$ cat config.mk
export PLATFORM = sky130hd
export DESIGN_NAME = tbird_turn_scheduler
export DESIGN_NICKNAME = d
export VERILOG_FILES = /design/src/rtl/tbird_turn_scheduler.sv
export SDC_FILE = /design/constraint.sdc
export NUM_CORES = 1
export LEC_CHECK = 0
export ABC_AREA = 1
export CORE_ASPECT_RATIO = 1.4
export CORE_MARGIN = 5
export CORE_UTILIZATION = 60
export DETAILED_ROUTE_END_ITERATION = 7
export PLACE_DENSITY = 0.78
export SLEW_MARGIN = 20
export SYNTH_ARGS = -nofsm -noshare
export SYNTH_HDL_FRONTEND = slang
export SYNTH_SLANG_ARGS = --single-unit
$ cat constraint.sdc
create_clock -name clock -period 2.1 [get_ports clock]
set_input_delay 0.42 -clock clock [delete_from_list [all_inputs] [get_ports clock]]
set_output_delay 0.42 -clock clock [all_outputs]
set_load 0.02 [all_outputs]
$ cat src/rtl/tbird_turn_scheduler.sv
// Tail-light turn scheduler: synchronizes and debounces three raw active-low
// buttons, arbitrates left/right/hazard requests, generates the lamp step
// timebase and drives the mode/phase pair consumed by the lamp datapath.
// Optional lamp decoder outputs are enabled by defining TBIRD_LAMP_DECODE_EN.
module tbird_turn_scheduler #(
  parameter int DEBOUNCE_CYCLES = 500000,
  parameter int STEP_DIV        = 5000000
) (
  input  logic       clock,
  input  logic       reset_n,
  input  logic       right_button,
  input  logic       left_button,
  input  logic       hazard_button,
  output logic [1:0] mode,
  output logic [1:0] phase,
  output logic       step_tick,
  output logic       seq_done,
  output logic       busy
`ifdef TBIRD_LAMP_DECODE_EN
  ,
  output logic [2:0] left_lamps,
  output logic [2:0] right_lamps
`endif
);

  localparam int DB_W = $clog2(DEBOUNCE_CYCLES);
  localparam int PS_W = $clog2(STEP_DIV);
  localparam logic [DB_W-1:0] DB_LAST = DB_W'(DEBOUNCE_CYCLES - 1);
  localparam logic [PS_W-1:0] PS_LAST = PS_W'(STEP_DIV - 1);

  typedef enum logic [1:0] {
    ST_IDLE   = 2'b00,
    ST_LEFT   = 2'b01,
    ST_RIGHT  = 2'b10,
    ST_HAZARD = 2'b11
  } state_t;

  // Bit 0 right, bit 1 left, bit 2 hazard.
  logic [2:0] raw_n;
  logic [2:0] btn_db;
  assign raw_n = {hazard_button, left_button, right_button};

  genvar gi;
  generate
    for (gi = 0; gi < 3; gi++) begin : g_btn
      logic            sync1_reg;
      logic            sync2_reg;
      logic            db_reg;
      logic [DB_W-1:0] cnt_reg;
      logic            level;

      // Synchronized button, converted to active-high.
      assign level = ~sync2_reg;

      // Two-flop synchronizer, parked at the released (high) level.
      always_ff @(posedge clock or negedge reset_n) begin
        if (!reset_n) begin
          sync1_reg <= 1'b1;
          sync2_reg <= 1'b1;
        end else begin
          sync1_reg <= raw_n[gi];
          sync2_reg <= sync1_reg;
        end
      end

      // Debounce: flip only after the synced level has disagreed for DEBOUNCE_CYCLES cycles.
      always_ff @(posedge clock or negedge reset_n) begin
        if (!reset_n) begin
          db_reg  <= 1'b0;
          cnt_reg <= '0;
        end else if (level == db_reg) begin
          cnt_reg <= '0;
        end else if (cnt_reg == DB_LAST) begin
          db_reg  <= level;
          cnt_reg <= '0;
        end else begin
          cnt_reg <= cnt_reg + DB_W'(1);
        end
      end

      assign btn_db[gi] = db_reg;
    end
  endgenerate

  state_t          sel;
  state_t          state_reg, state_next;
  logic [1:0]      phase_reg, phase_next;
  logic [PS_W-1:0] count_reg, count_next;
  logic            step_tick_reg, step_tick_next;
  logic            seq_done_reg, seq_done_next;

  // First phase of a freshly entered sequence.
  function automatic logic [1:0] entry_phase(input state_t s);
    case (s)
      ST_HAZARD: entry_phase = 2'd3;
      ST_IDLE:   entry_phase = 2'd0;
      default:   entry_phase = 2'd1;
    endcase
  endfunction

  // Request arbitration; both turn buttons together count as hazard.
  always_comb begin
    sel = ST_IDLE;
    if (btn_db[2] || (btn_db[1] && btn_db[0])) sel = ST_HAZARD;
    else if (btn_db[1])                         sel = ST_LEFT;
    else if (btn_db[0])                         sel = ST_RIGHT;
  end

  // State, phase, prescaler and pulse registers.
  always_ff @(posedge clock or negedge reset_n) begin
    if (!reset_n) begin
      state_reg     <= ST_IDLE;
      phase_reg     <= 2'd0;
      count_reg     <= '0;
      step_tick_reg <= 1'b0;
      seq_done_reg  <= 1'b0;
    end else begin
      state_reg     <= state_next;
      phase_reg     <= phase_next;
      count_reg     <= count_next;
      step_tick_reg <= step_tick_next;
      seq_done_reg  <= seq_done_next;
    end
  end

  // Next-state logic: switch only at the phase-0 boundary, except hazard pre-emption.
  always_comb begin
    state_next    = state_reg;
    phase_next    = phase_reg;
    seq_done_next = 1'b0;
    count_next    = (count_reg == PS_LAST) ? '0 : count_reg + PS_W'(1);
    case (state_reg)
      ST_IDLE: begin
        count_next = '0;
        if (sel != ST_IDLE) begin
          state_next = sel;
          phase_next = entry_phase(sel);
        end
      end
      default: begin
        if (state_reg != ST_HAZARD && sel == ST_HAZARD) begin
          state_next = ST_HAZARD;
          phase_next = 2'd3;
          count_next = '0;
        end else if (step_tick_reg) begin
          if (phase_reg == 2'd0) begin
            seq_done_next = 1'b1;
            state_next    = sel;
            phase_next    = entry_phase(sel);
            count_next    = '0;
          end else if (state_reg == ST_HAZARD) begin
            phase_next = 2'd0;
          end else begin
            phase_next = phase_reg + 2'd1;
          end
        end
      end
    endcase
    // Registered tick lines up with the last count of each step.
    step_tick_next = (state_next != ST_IDLE) && (count_next == PS_LAST);
  end

  assign mode      = state_reg;
  assign phase     = phase_reg;
  assign step_tick = step_tick_reg;
  assign seq_done  = seq_done_reg;
  assign busy      = (state_reg != ST_IDLE);

`ifdef TBIRD_LAMP_DECODE_EN
  logic [2:0] therm;

  // Lamp decode from registered mode/phase.
  always_comb begin
    case (phase_reg)
      2'd0:    therm = 3'b000;
      2'd1:    therm = 3'b001;
      2'd2:    therm = 3'b011;
      default: therm = 3'b111;
    endcase
    left_lamps  = 3'b000;
    right_lamps = 3'b000;
    case (state_reg)
      ST_LEFT:   left_lamps  = therm;
      ST_RIGHT:  right_lamps = therm;
      ST_HAZARD: begin
        if (phase_reg == 2'd3) begin
          left_lamps  = 3'b111;
          right_lamps = 3'b111;
        end
      end
      default: ;
    endcase
  end
`endif

endmodule
==> summary.md <==
| Metric | Value |
|---|---|
| Status | `finished clean` |
| Largest net degree at the start of global routing | `39` |
| TritonCTS Sinks | `95` |
| Ports | `12` |
| Largest register FFs | `57` |
| R2r worst-path depth | `10` |
| Post-synth top area cell | `dfrtp_1` |
| Highest clock rate | `532 MHz` |
| Final Skew | `0.00834 ns` |
| Main flop type after synthesis | `dfrtp_1` |
| Tightest Pin Transition | `0.513 ns` |
| Nets | `663` |
| Vias in the first global route | `4,310` |
| Die H | `119 um` |
| Maximum root-to-sink buffer count | `2` |
| Most frequent cell on the critical path | `nor2_1` |
| Share of layout cells above drive strength 1 | `13.2%` |
| Critical path required time | `2.37 ns` |
| Top layer in use | `met4` |
| Die Area | `0.0104 mm2` |
| Kind of critical path | `register to register` |
| Vias | `4,216` |
| Router iterations before antenna repair | `5` |
| Area of the multi-input gates | `0.00235 mm2` |
| GRT Util Overall | `22.7%` |
| Tcrit/Tclk final | `89.5%` |
| Fillers | `625` |
| Antenna violations before repair | `0` |
| DRT met1 WL | `4.18 mm` |
| Layout area overhead | `12.5%` |
| Worst setup EP type | `register` |
| DR WL met2 | `5.61 mm` |
| Most frequent cell after synthesis | `nand2_1` |
| Slowest stage cell on the critical path | `dfrtp_1` |
| Cts-stage hold buffer count | `0` |
| Core area | `0.00820 mm2` |
| Drt initial violations | `229` |
| Antenna diode count | `0` |
| CTS HTree Levels | `3` |
| Critical Path Fanout Max | `3` |
| Mean post-synth cell area | `8.13 um2` |
| # Max-Cap Violations | `0` |
| Hold_ws | `0.0520 ns` |
| Worst slew margin | `65.8%` |
| Cells after Synth | `625` |
| GP Congestion | `0.917` |
| Register area | `0.00238 mm2` |
| Worst-skew pair later-pin latency | `0.34 ns` |
| Top area cells in the synthesized netlist | `dfrtp_1 44%, nand2_1 8.9%, nor2_1 7.3%, inv_1 6.1%, nand3_1 3.7%` |
| LEAKAGE | `0.00250 uW` |
| Syn Nets | `635` |
| Clock slew at reported path FFs | `0.07 ns` |
| Vias per std cell | `5.55` |
| Power density over cell area | `645 mW/mm2` |
| Total gr overflow | `0` |
| DRC viols | `0` |
| FF+latch count, synth | `95` |
| Min-Delay Path Class | `input pin to async pin` |
| Ys async rst share | `100%` |
| Number of port buffers | `11` |
| Critical path arrival | `2.15 ns` |
| First-pass GRT wire length | `18.9 mm` |
| Number of enable flip-flop cells after synthesis | `0` |
| Final setup vio count | `0` |
| Worst path max stage delay | `0.37 ns` |
| Post-route setup TNS | `0 ns` |
| Floorplan row count | `39` |
| Fin. Hold Viols | `0` |
| Clock root buffer | `clkbuf_16` |
| Final wirelength | `10.7 mm` |
| Num CTS Buffers | `9` |
| Synth top area share | `43.8%` |
| Critical Path Source Type | `register` |
| Routed Antenna Nets | `0` |
| Tmin final | `1.88 ns` |
| Initial Util | `62.0%` |
| Final Slew Violations | `0` |
| Final HPWL DP | `7.87 mm` |
| Per-cell routed wire length | `14.1 um` |
| Post-synth cell types | `37` |
| Synth Cell Area | `0.00508 mm2` |
| CTS tree | `done` |
| Cells along the critical path | `ha_1 -> nand2_2 -> nor2_1 -> a21o_1 -> o21ai_0 -> inv_1 -> nand4_1 -> nor2_1 -> nand2_1 -> nor2_1` |
| Die width | `87.8 um` |
| Register area share after synthesis | `46.9%` |
| Most frequent cells after synthesis | `120 x nand2_1, 99 x nor2_1, 89 x dfrtp_1` |
| Worst vdd rail ir drop | `0.446 mV` |
| RSZ-0062 raised after global routing | `false` |
| Syn. warnings | `0` |
| Met3 WL post-DR | `504 um` |
==> cell families after synthesis <==
family | Yosys count | share of synthesized area (%)
AOI/OAI and AO/OA | 63 | 6.79
DFF | 95 | 46.9
and+or+nand+nor | 346 | 34.0
xor gates and xnor gates | 25 | 4.31
adders and majority gates | 5 | 1.23
buffers and inverters | 91 | 6.77
==> routing by layer <==
layer  GRT usage [%]  vias up
met2            38.6      121
met3            4.83       37
met1            26.7     1994
met4            11.3        0
li1                -     2064
met5               0        -
==> worst max-delay path, delay by kind of cell (launching register included) <==
kind / cells / cell delay [ns]
AND/OR/NAND/NOR: 6 / 0.88
flip-flops: 1 / 0.37
AO/OA/AOI/OAI: 2 / 0.30
adder cells (fa/ha/maj): 1 / 0.19
buffers and inverters: 1 / 0.09
==> through the flow <==
stage	std cells	power (uW)	area, um2	setup WS, ns	util [%]
6_report	760	3690	5720	0.220	69.7
3_5_place_dp	740	2010	5370	0.237	65.5
5_1_grt	760	3820	5720	0.0245	69.7
2_1_floorplan	625	1940	5080	0.554	-
3_3_place_gp	740	2010	5370	0.276	65.5
4_1_cts	756	3720	5680	0.0688	69.3
==> final cells by class <==
type | count | share of cell area, %
Multi-Input combinational cell | 439 | 41.2
Sequential cell | 95 | 41.7
Tap cell | 102 | 2.23
Clock buffer | 12 | 4.66
Clock inverter | 4 | 0.897
Inverter | 88 | 5.78
Timing Repair Buffer | 20 | 3.55
==> worst paths after layout <==
path                                           end  slack [ns]               start
min in group clock              g_btn[0].sync2_reg        0.36  g_btn[0].sync1_reg
max in group asynchronous       g_btn[2].sync1_reg        1.41             reset_n
worst min-delay path                 count_reg[14]        0.05             reset_n
worst max-delay path                     step_tick        0.22        count_reg[0]
worst min register to register  g_btn[0].sync2_reg        0.36  g_btn[0].sync1_reg
worst max register to register           step_tick        0.22        count_reg[0]
==> cell usage in the layout, fill, tap and decap left out, drive strengths merged, types with 10 or more instances in the layout <==
cell type	netlist	routed
a21oi	29	29
o21ai	20	20
nor2	121	121
nor3	19	19
nand4	17	17
dfrtp	89	89
xor2	18	18
buf	2	10
clkbuf	1	12
nand3	48	48
inv	88	89
nand2	128	128
==> power by group <==
part	internal [uW]	switching, uW
clock network	1020	687
logic	33.1	73.6
registers	1850	15.5
==> timing repair <==
action	4_1_cts	5_1_grt
resized for setup	0	1
endpoints found under the setup margin	0	2
buffers inserted	0	4
No activity file was read; power rests on OpenSTA's default activity.
